[config.mk]
export PLATFORM = sky130hd
export DESIGN_NAME = twobit_pht_ctrl_flat
export DESIGN_NICKNAME = d
export VERILOG_FILES = /design/src/rtl/twobit_pht_ctrl_pkg.sv /design/src/rtl/twobit_pht_ctrl_if.sv /design/src/rtl/twobit_pht_ctrl_fifo.sv /design/src/rtl/twobit_pht_ctrl.sv /design/src/flat_wrapper.sv
export SDC_FILE = /design/constraint.sdc
export NUM_CORES = 1
export LEC_CHECK = 0
export ABC_AREA = 0
export BUFFER_PORTS_ARGS = -buffer_cell sky130_fd_sc_hd__buf_2
export CORE_MARGIN = 1.5
export CORE_UTILIZATION = 40
export CTS_CLUSTER_SIZE = 40
export DETAILED_ROUTE_END_ITERATION = 10
export GPL_TIMING_DRIVEN = 0
export PLACE_DENSITY = 0.73
export SLEW_MARGIN = 40
export SYNTH_ARGS = -nofsm -noshare
export SYNTH_HDL_FRONTEND = slang
export SYNTH_SLANG_ARGS = --single-unit
[constraint.sdc]
create_clock -name clk -period 2.5 [get_ports clk]
set_clock_uncertainty 0.1 [all_clocks]
set_input_delay 0.5 -clock clk [delete_from_list [all_inputs] [get_ports clk]]
set_output_delay 0.5 -clock clk [all_outputs]
set_load 0.01 [all_outputs]
[src/rtl/twobit_pht_ctrl_pkg.sv]
// Shared types and helpers for the 2-bit saturating-counter PHT controller.
//   ctr_t      : 2-bit predictor counter, MSB is the predicted direction
//   state_t    : update sequencer states
//   ctr_next() : saturating counter step toward the actual outcome
package twobit_pkg;

   typedef logic [1:0] ctr_t;

   localparam ctr_t CTR_SNT   = 2'd0;
   localparam ctr_t CTR_WNT   = 2'd1;
   localparam ctr_t CTR_WT    = 2'd2;
   localparam ctr_t CTR_ST    = 2'd3;
   localparam ctr_t CTR_RESET = CTR_WNT;

   typedef enum logic [1:0] {
      IDLE   = 2'd0,
      UPD_RD = 2'd1,
      UPD_WR = 2'd2
   } state_t;

   function automatic ctr_t ctr_next(input ctr_t c, input logic taken);
      if (taken) return (c == CTR_ST)  ? c : c + 2'd1;
      else       return (c == CTR_SNT) ? c : c - 2'd1;
   endfunction

endpackage

[src/rtl/twobit_pht_ctrl_if.sv]
// Lookup / prediction / resolve handshake bundle of the PHT controller.
//   master : trace front end (drives lk_*, res_valid/res_taken)
//   slave  : twobit_pht_ctrl
interface twobit_pht_ctrl_if
   import twobit_pkg::*;
#(
   parameter int BR_W = 2
);
   logic            lk_valid;
   logic [BR_W-1:0] lk_branch;
   logic            lk_ready;
   logic            pred_valid;
   logic            pred_taken;
   ctr_t            pred_state;
   logic            res_valid;
   logic            res_taken;
   logic            res_ready;

   modport master (
      output lk_valid, lk_branch, res_valid, res_taken,
      input  lk_ready, pred_valid, pred_taken, pred_state, res_ready
   );

   modport slave (
      input  lk_valid, lk_branch, res_valid, res_taken,
      output lk_ready, pred_valid, pred_taken, pred_state, res_ready
   );
endinterface

[src/rtl/twobit_pht_ctrl_fifo.sv]
// twobit_inflight_fifo: in-order store of in-flight predictions.
//   clk, reset : clock, async active-low reset
//   push/din   : append entry (ignored when full)
//   pop        : drop head entry (ignored when empty)
//   flush      : drop every entry, wins over push/pop
//   dout       : head entry
//   count      : entries held; full / empty flags
module twobit_inflight_fifo #(
   parameter int W     = 3,
   parameter int DEPTH = 4
) (
   input  logic                      clk,
   input  logic                      reset,
   input  logic                      push,
   input  logic [W-1:0]              din,
   input  logic                      pop,
   input  logic                      flush,
   output logic [W-1:0]              dout,
   output logic [$clog2(DEPTH):0]    count,
   output logic                      full,
   output logic                      empty
);
   localparam int PW = $clog2(DEPTH);
   localparam int CW = PW + 1;

   logic [W-1:0]  mem [DEPTH];
   logic [PW-1:0] wr_ptr, rd_ptr;
   logic          push_ok, pop_ok;

   assign full    = (count == CW'(DEPTH));
   assign empty   = (count == '0);
   assign push_ok = push && !full;
   assign pop_ok  = pop && !empty;
   assign dout    = mem[rd_ptr];

   // payload needs no reset: it is only observed while count says it is valid
   always_ff @(posedge clk)
      if (push_ok) mem[wr_ptr] <= din;

   // DEPTH is a power of two, so the pointers wrap by plain overflow
   always_ff @(posedge clk or negedge reset) begin
      if (!reset) begin
         wr_ptr <= '0;
         rd_ptr <= '0;
         count  <= '0;
      end else if (flush) begin
         wr_ptr <= '0;
         rd_ptr <= '0;
         count  <= '0;
      end else begin
         if (push_ok) wr_ptr <= wr_ptr + PW'(1);
         if (pop_ok)  rd_ptr <= rd_ptr + PW'(1);
         count <= count + CW'(push_ok) - CW'(pop_ok);
      end
   end
endmodule

[src/rtl/twobit_pht_ctrl.sv]
// twobit_pht_ctrl: 2-bit saturating predictor table with one access port
// shared by prediction lookups and 3-cycle resolve updates.
//   clk, reset  : clock, async active-low reset
//   pht_bus     : lookup / prediction / resolve handshakes (slave side)
//   flush       : drop all in-flight predictions (table kept)
//   inflight    : in-flight prediction count
//   miss_count  : saturating misprediction count
//   err_orphan  : pulse after a resolve request with nothing in flight
module twobit_pht_ctrl
   import twobit_pkg::*;
#(
   parameter int BR_W       = 2,
   parameter int FIFO_DEPTH = 4,
   parameter int MISS_W     = 32
) (
   input  logic                         clk,
   input  logic                         reset,
   twobit_pht_ctrl_if.slave             pht_bus,
   input  logic                         flush,
   output logic [$clog2(FIFO_DEPTH):0]  inflight,
   output logic [MISS_W-1:0]            miss_count,
   output logic                         err_orphan
);
   localparam int NUM_ENT = 1 << BR_W;

   state_t          state, state_nxt;
   ctr_t            pht [NUM_ENT];
   ctr_t            rd_ctr, lk_ctr, pred_state_q;
   logic            taken_q, flush_pend;
   logic            pred_valid_q, pred_taken_q;
   logic            lk_fire, res_fire;
   logic            fifo_full, fifo_empty, fifo_pop, fifo_flush;
   logic [BR_W:0]   head;
   logic [BR_W-1:0] head_br;
   logic            head_pred;

   assign lk_ctr    = pht[pht_bus.lk_branch];
   assign head_br   = head[BR_W:1];
   assign head_pred = head[0];

   // resolve wins the port; a lookup never fires in a resolve accept cycle
   assign pht_bus.res_ready = (state == IDLE) && !fifo_empty && !flush;
   assign res_fire          = pht_bus.res_valid && pht_bus.res_ready;
   assign pht_bus.lk_ready  = (state == IDLE) && !fifo_full && !flush && !res_fire;
   assign lk_fire           = pht_bus.lk_valid && pht_bus.lk_ready;

   assign pht_bus.pred_valid = pred_valid_q;
   assign pht_bus.pred_taken = pred_taken_q;
   assign pht_bus.pred_state = pred_state_q;

   always_comb begin
      state_nxt  = state;
      fifo_pop   = 1'b0;
      // a flush seen mid-update lets the head update finish, then drops the rest
      fifo_flush = (state == IDLE) && flush;
      case (state)
         IDLE:    if (res_fire) state_nxt = UPD_RD;
         UPD_RD:  state_nxt = UPD_WR;
         UPD_WR: begin
            state_nxt  = IDLE;
            fifo_pop   = 1'b1;
            fifo_flush = flush || flush_pend;
         end
         default: state_nxt = IDLE;
      endcase
   end

   twobit_inflight_fifo #(.W(BR_W + 1), .DEPTH(FIFO_DEPTH)) u_fifo (
      .clk   (clk),
      .reset (reset),
      .push  (lk_fire),
      .din   ({pht_bus.lk_branch, lk_ctr[1]}),
      .pop   (fifo_pop),
      .flush (fifo_flush),
      .dout  (head),
      .count (inflight),
      .full  (fifo_full),
      .empty (fifo_empty)
   );

   always_ff @(posedge clk or negedge reset) begin
      if (!reset) begin
         state        <= IDLE;
         flush_pend   <= 1'b0;
         taken_q      <= 1'b0;
         rd_ctr       <= CTR_RESET;
         pred_valid_q <= 1'b0;
         pred_taken_q <= 1'b0;
         pred_state_q <= CTR_SNT;
         miss_count   <= '0;
         err_orphan   <= 1'b0;
      end else begin
         state        <= state_nxt;
         pred_valid_q <= lk_fire;
         err_orphan   <= pht_bus.res_valid && fifo_empty;
         if (lk_fire) begin
            pred_state_q <= lk_ctr;
            pred_taken_q <= lk_ctr[1];
         end
         if (res_fire) taken_q <= pht_bus.res_taken;
         if (state == UPD_RD) rd_ctr <= pht[head_br];
         if (state == UPD_WR)             flush_pend <= 1'b0;
         else if (flush && state != IDLE) flush_pend <= 1'b1;
         if (state == UPD_WR && taken_q != head_pred && miss_count != '1)
            miss_count <= miss_count + MISS_W'(1);
      end
   end

   always_ff @(posedge clk or negedge reset) begin
      if (!reset) begin
         for (int i = 0; i < NUM_ENT; i++) pht[i] <= CTR_RESET;
      end else if (state == UPD_WR) begin
         pht[head_br] <= ctr_next(rd_ctr, taken_q);
      end
   end
endmodule

[src/flat_wrapper.sv]
// flat-port wrapper written by rule: the top's interface ports become plain ports
module twobit_pht_ctrl_flat import twobit_pkg::*;
#(
   parameter int BR_W       = 2,
   parameter int FIFO_DEPTH = 4,
   parameter int MISS_W     = 32
)
  (clk, reset, flush, inflight, miss_count, err_orphan, pht_bus_lk_valid, pht_bus_lk_branch, pht_bus_res_valid, pht_bus_res_taken, pht_bus_lk_ready, pht_bus_pred_valid, pht_bus_pred_taken, pht_bus_pred_state, pht_bus_res_ready);
  twobit_pht_ctrl_if #(.BR_W(BR_W)) pht_bus_i ();
  input  logic clk;
  input  logic reset;
  input  logic flush;
  output logic [$clog2(FIFO_DEPTH):0] inflight;
  output logic [MISS_W-1:0] miss_count;
  output logic err_orphan;
  input wire logic [$bits(pht_bus_i.lk_valid)-1:0] pht_bus_lk_valid;
  input wire logic [$bits(pht_bus_i.lk_branch)-1:0] pht_bus_lk_branch;
  input wire logic [$bits(pht_bus_i.res_valid)-1:0] pht_bus_res_valid;
  input wire logic [$bits(pht_bus_i.res_taken)-1:0] pht_bus_res_taken;
  output wire logic [$bits(pht_bus_i.lk_ready)-1:0] pht_bus_lk_ready;
  output wire logic [$bits(pht_bus_i.pred_valid)-1:0] pht_bus_pred_valid;
  output wire logic [$bits(pht_bus_i.pred_taken)-1:0] pht_bus_pred_taken;
  output wire logic [$bits(pht_bus_i.pred_state)-1:0] pht_bus_pred_state;
  output wire logic [$bits(pht_bus_i.res_ready)-1:0] pht_bus_res_ready;
  assign pht_bus_i.lk_valid = pht_bus_lk_valid;
  assign pht_bus_i.lk_branch = pht_bus_lk_branch;
  assign pht_bus_i.res_valid = pht_bus_res_valid;
  assign pht_bus_i.res_taken = pht_bus_res_taken;
  assign pht_bus_lk_ready = pht_bus_i.lk_ready;
  assign pht_bus_pred_valid = pht_bus_i.pred_valid;
  assign pht_bus_pred_taken = pht_bus_i.pred_taken;
  assign pht_bus_pred_state = pht_bus_i.pred_state;
  assign pht_bus_res_ready = pht_bus_i.res_ready;
  twobit_pht_ctrl #(.BR_W(BR_W), .FIFO_DEPTH(FIFO_DEPTH), .MISS_W(MISS_W)) u_core (.clk(clk), .reset(reset), .pht_bus(pht_bus_i), .flush(flush), .inflight(inflight), .miss_count(miss_count), .err_orphan(err_orphan));
endmodule
==> results of run 1 <==
## metal layers
layer / vias to the layer above / part of all wire / GRT usage
met5: - / 0 / 0
met4: 0 / 0.011 / 0.0535
li1: 1130 / - / -
met3: 10 / 0.049 / 0.0542
met1: 1171 / 0.45 / 0.208
met2: 60 / 0.49 / 0.272
## path summary, 6_finish.rpt
check                                    endpoint  depth (start not counted)                   start  slack, ns
max in group asynchronous  u_core.u_fifo.count[0]                          1                   reset       1.68
min reg2reg                  u_core.miss_count[7]                          1    u_core.miss_count[7]       0.39
max reg2reg                u_core.u_fifo.count[2]                         11  u_core.u_fifo.count[1]       0.07
min in group clk                   u_core.taken_q                          2       pht_bus_res_taken       0.29
min                         u_core.miss_count[31]                          1                   reset        0.1
max                        u_core.u_fifo.count[2]                         11  u_core.u_fifo.count[1]       0.07
## worst max-delay path, delay by kind of cell (launching register included)
family | cells | cell delay [ns]
AO/OA/AOI/OAI | 2 | 0.42
adder cells (fa/ha/maj) | 3 | 0.74
buffers and inverters | 2 | 0.11
XOR/XNOR | 2 | 0.32
AND/OR/NAND/NOR | 2 | 0.15
flip-flops | 1 | 0.46
## final cells by class
cell class	instances	area share
plain buffers	6	0.00804
inverters	9	0.00835
multi-input cells	194	0.373
well taps	102	0.0315
repair buffers	55	0.0724
clock inverters	4	0.0186
flip-flops and latches	69	0.444
clock buffers	12	0.0436
## where the power goes
| group | leakage (nW) | switching [mW] | internal (mW) |
|---|---|---|---|
| clock | 0.128 | 0.423 | 0.679 |
| sequential | 0.873 | 0.134 | 1.32 |
| combinational | 0.856 | 0.343 | 0.331 |
## sequential cells by signal (all words and copies together) (netlist names)
name / count
u_core.pht: 8
u_core.err_orphan: 1
u_core.rd_ctr: 2
u_core.pht_bus.pred_state: 2
u_core.u_fifo.count: 3
u_core.u_fifo.rd_ptr: 2
u_core.flush_pend: 1
u_core.pht_bus.pred_valid: 1
u_core.u_fifo.wr_ptr: 2
u_core.u_fifo.mem: 12
u_core.taken_q: 1
u_core.state: 2
u_core.miss_count: 32
## cells in the final DEF, fill, tap and decap left out, types with 3 or more instances in the layout
cell type,Yosys,routed
nor2_1,14,12
nor4_1,4,3
mux2i_1,4,4
and3_1,12,12
mux4_2,3,3
nand4_1,22,22
dfstp_2,5,5
buf_4,2,9
and2_1,5,5
and4_1,4,4
nor3_1,8,4
xor2_1,7,7
nand2_1,25,24
edfxtp_1,12,12
buf_2,1,49
a21oi_1,3,3
ha_1,7,7
inv_1,9,9
nor4_2,2,3
dfrtp_2,0,4
nor2b_1,4,4
mux2_2,14,14
clkbuf_8,0,11
dfrtp_1,52,48
nand3_1,11,11
o21ai_0,3,3
xnor2_1,26,25
## synthesized netlist by cell type (2+ instances only)
master and n:
nor4_2 2, buf_4 2, dfstp_2 5, xor2_1 7, mux4_1 2, maj3_1 2, and4_1 4, nand2b_1 2
mux4_2 3, and2_1 5, a21oi_1 3, inv_1 9, nand4_1 22, nand3_1 11, nor3_1 8, nor2_1 14
o21ai_0 3, mux2i_1 4, xnor2_1 26, clkbuf_1 3, and3_1 12, or3_1 2, edfxtp_1 12, nor4_1 4
nand2_1 25, mux2_2 14, dfrtp_1 52, nor2b_1 4, ha_1 7
## cell families (layout without fill, tap and decap cells)
family,count (synthesis),count (layout),synth area share
simple gates,117,117,0.193
flops,69,69,0.543
xor+xnor,33,33,0.0876
mux,23,23,0.0963
buf+inv,15,86,0.0197
compound gates,11,11,0.0212
fa+ha+maj,10,10,0.0387
## per-stage QoR
stage / TNS, ns / util / cell area, µm²
floorplan: 0 / - / 3300
detailed placement: -0.326 / 0.469 / 3680
finish: 0 / 0.515 / 4050
global route: -0.0604 / 0.515 / 4050
CTS: 0 / 0.505 / 3960
global placement: -0.203 / 0.469 / 3680
## repair_timing
action / 4_1_cts / 5_1_grt
resized for setup: 4 / 14
cloned: 0 / 0
setup endpoints to repair: 3 / 14
endpoints found under the hold margin: 0 / 0
pin swaps: 2 / 2
buffers inserted: 2 / 4
==> summary.txt, run 1 <==
outcome: completed
Max-cap violations: 0
ranking of synthesized cells by area: dfrtp_1 (39%), edfxtp_1 (11%), xnor2_1 (6.9%)
Worst Setup Start Kind: flop
Syn Area/Cell: 11.9 µm²
total track usage: 0.166
drt drc: 0
CP Max Fanout: 5
first-pass iteration count of the detailed router: 4
Worst Hold Class: in -> async
number of flops mapped to enable cells by yosys: 12
worst setup path class: reg -> reg
final worst-path cycle share: 0.973
vias in the first global route: 2359
Site Rows: 32
Leak: 1.86 nW
global-route wire length before repair: 11200 µm
initial drt markers: 75
nets: 360
CTS buffer count: 9
n_diodes: 0
Final Setup Violations: 0
crit path max-delay cell type: dfrtp_2
Max Slew Vio Count: 0
arrival time of the worst setup path: 2.55 ns
Post-synth top flop: dfrtp_1
initial antenna violation count: 0
total global routing overflow: 0
final cell count without fillers: 451
largest net degree at the start of global routing: 58
post-DR wirelength/cell: 15.1 µm
TritonCTS clock tree: done
post-layout min period: 2.43 ns
Initial Util: 0.420
synth-to-layout area growth: 22.6%
Buffers on Ports: 49
final WL: 6830 µm
CTS max path bufs: 2
# clock sinks: 69
CTS root buffer: clkbuf_8
register area: 0.00180 mm²
Synth area leader: dfrtp_1
I/O pin count: 50
Netlist cell types: 38
chip width: 93.8 µm
Worst setup EP type: flop
power per cell area: 798 mW/mm²
worst skew pair latency: 0.35 ns
ys async rst share: 0.826
Vias: 2371
Clock Pin Slew Worst Setup and Hold Paths: 0.07 ns
Syn Nets: 294
antenna violation net count after detailed routing: 0
dpl cells: 429
worst stage delay on the critical path: 0.46 ns
routed vias/inst: 5.26
share of cells above drive strength 1: 0.330
core area: 0.00785 mm²
#FFs+latches synth: 69
DP HPWL: 4940 µm
worst path cell trace: o21ba_2 -> o21a_1 -> nand2_2 -> ha_1 -> inv_1 -> ha_1 -> inv_1 -> fa_1 -> xor2_1 -> xnor2_1 -> nor2_1
gpl congestion: 0.789
Worst-Margin Slew: 0.711 ns
Total Power: 3.23 mW
die area: 0.00880 mm²
fill count: 716
RSZ-0062 raised after global routing: true
final hold vios: 0
dpl ws: -0.251 ns
FMAX: 411 MHz
Die Ht: 93.8 µm
CP required: 2.62 ns
multi-input gate area in the final layout: 0.00151 mm²
Cell Area, Synth: 0.00330 mm²
Slew headroom: 0.526
Ys Warns: 0
Mapped Cells: 278
Peak VDD IR: 0.494 mV
Hold Slack: 0.0981 ns
area share of the largest cell type after synthesis: 0.394
post-route setup slack: 0.0680 ns
sequential share of the synthesized area: 0.543
H-Tree Depth: 3
Hold Buf Count CTS: 0
Note: power is estimated with default switching activity, not from simulation.
==> run 2: changes to the inputs <==
Settings changed: CTS_CLUSTER_DIAMETER set to 50, SETUP_SLACK_MARGIN set to 0.5.
==> run 2 against run 1 <==
Critical path depth shrank 2. Die area stayed put. Clock power shrank 20%. Count of clock-buffer cells in the layout down 1. Non-clock buffer count increased by 29. Critical path type unchanged. Largest power group unchanged. Highest routed layer unchanged.
==> summary.txt, run 2 (synthesized netlist as in run 1, its figures left out) <==
outcome: completed
RSZ-0062 raised after global routing: true
power per cell area: 726 mW/mm²
synth-to-layout area growth: 44.4%
Vias: 2570
Site Rows: 32
antenna violation net count after detailed routing: 0
H-Tree Depth: 3
CP Max Fanout: 5
Top reg by flops: u_core.miss_count
largest registers: u_core.miss_count (32), u_core.u_fifo.mem (12), u_core.pht (8)
final worst-path cycle share: 0.931
initial antenna violation count: 0
CTS buffer count: 9
post-DR wirelength/cell: 17.1 µm
vias in the first global route: 2617
Max Slew Vio Count: 0
arrival time of the worst setup path: 2.47 ns
nets: 389
Largest register FFs: 32
post-layout min period: 2.33 ns
FMAX: 430 MHz
dpl cells: 429
total global routing overflow: 0
Total Power: 3.46 mW
first-pass iteration count of the detailed router: 4
final core utilization: 0.607
CTS max path bufs: 2
Final Setup Violations: 0
CP required: 2.64 ns
routed vias/inst: 5.35
Worst-Margin Slew: 0.732 ns
final WL: 8200 µm
TNS Setup: 0 ns
Peak VDD IR: 0.572 mV
Hold Buf Count CTS: 0
Max-cap violations: 0
TritonCTS clock tree: done
die area: 0.00880 mm²
core area: 0.00785 mm²
worst setup path class: reg -> reg
Initial Util: 0.420
CTS root buffer: clkbuf_8
fill count: 579
DP HPWL: 4860 µm
Worst Setup Start Kind: flop
n_diodes: 0
I/O pin count: 50
chip width: 93.8 µm
Worst Hold Class: in -> async
initial drt markers: 105
Worst setup EP type: flop
Buffers on Ports: 49
Slew headroom: 0.512
total track usage: 0.191
global-route wire length before repair: 12700 µm
most common cell after layout, fill and taps aside: dfrtp_1
final cell count without fillers: 480
Die Ht: 93.8 µm
Leak: 2.22 nW
final hold vios: 0
gpl congestion: 0.761
drt drc: 0
largest net degree at the start of global routing: 58
worst skew pair latency: 0.35 ns
most frequent cells in the layout: dfrtp_1 (49), buf_2 (47), nand4_1 (22)
Clock Pin Slew Worst Setup and Hold Paths: 0.08 ns
reg2reg path depth: 9
share of cells above drive strength 1: 0.476
# clock sinks: 69
## run 2: cell types whose count changed in the layout (fill, tap and decap cells not counted), moves of 5 or more
cell	delta
buf_6	+17
mux2_2	-11
mux2_4	+11
buf_4	+8
nand3_1	-7
nor4_4	+6
buf_12	+5
nand2_1	-5
nor3_4	+5
## run 2: stage by stage
stage / setup WS [ns] / hold WS (ns) / cell area (µm²)
final: 0.173 / 0.0920 / 4760
after global routing: 0.0729 / 0.131 / 4760
after CTS: 0.187 / 0.125 / 4500
after detailed placement: 0.00600 / 0.364 / 3850
after global placement: -0.000308 / 0.360 / 3850
after floorplan: 0.204 / 0.104 / 3470
## run 2: worst paths after layout
| path | start | to | slack (ns) |
|---|---|---|---|
| max | u_core.u_fifo.rd_ptr[0] | u_core.miss_count[9] | 0.17 |
| min | reset | u_core.miss_count[18] | 0.09 |
| max reg2reg | u_core.u_fifo.rd_ptr[0] | u_core.miss_count[9] | 0.17 |
| min reg2reg | u_core.miss_count[7] | u_core.miss_count[7] | 0.38 |
| max in group asynchronous | reset | u_core.state[1] | 1.67 |
| min in group clk | pht_bus_res_valid | u_core.err_orphan | 0.29 |
## run 2: metal layers
layer  track usage  vias up  wire length, µm
li1              -     1193                -
met3        0.0639       21              422
met5             0        -                0
met1         0.236     1267             3470
met2         0.310       89             4110
met4        0.0684        0              207
## run 2: repair_timing
item | 4_1_cts | 5_1_grt
pin swaps | 17 | 23
buffers inserted | 26 | 8
gates resized for setup | 53 | 37
cloned | 0 | 1
setup endpoints to repair | 40 | 46
## run 2: critical path: stages (launching register included)
cell and delay, ns:
dfrtp_1 0.34, buf_6 0.10, mux4_2 0.55, xnor2_4 0.18, buf_6 0.13, buf_6 0.10
nor3_4 0.22, clkbuf_16 0.21, nand4_1 0.12, xnor2_1 0.15
## run 2: cell type report
| type | instances | area [µm²] | area share |
|---|---|---|---|
| Tap cell | 102 | 128 | 0.0268 |
| Clock buffer | 11 | 131 | 0.0276 |
| Buffer | 6 | 72.6 | 0.0152 |
| Clock inverter | 5 | 51.3 | 0.0108 |
| Inverter | 9 | 33.8 | 0.00709 |
| Multi-Input combinational cell | 194 | 1910 | 0.401 |
| Timing Repair Buffer | 84 | 641 | 0.134 |
| Sequential cell | 69 | 1800 | 0.377 |
## run 2: report_power, final
part	leakage (nW)	internal (mW)	switching, mW
Combinational	1.25	0.610	0.502
Sequential	0.874	1.32	0.147
Clock	0.0907	0.455	0.429
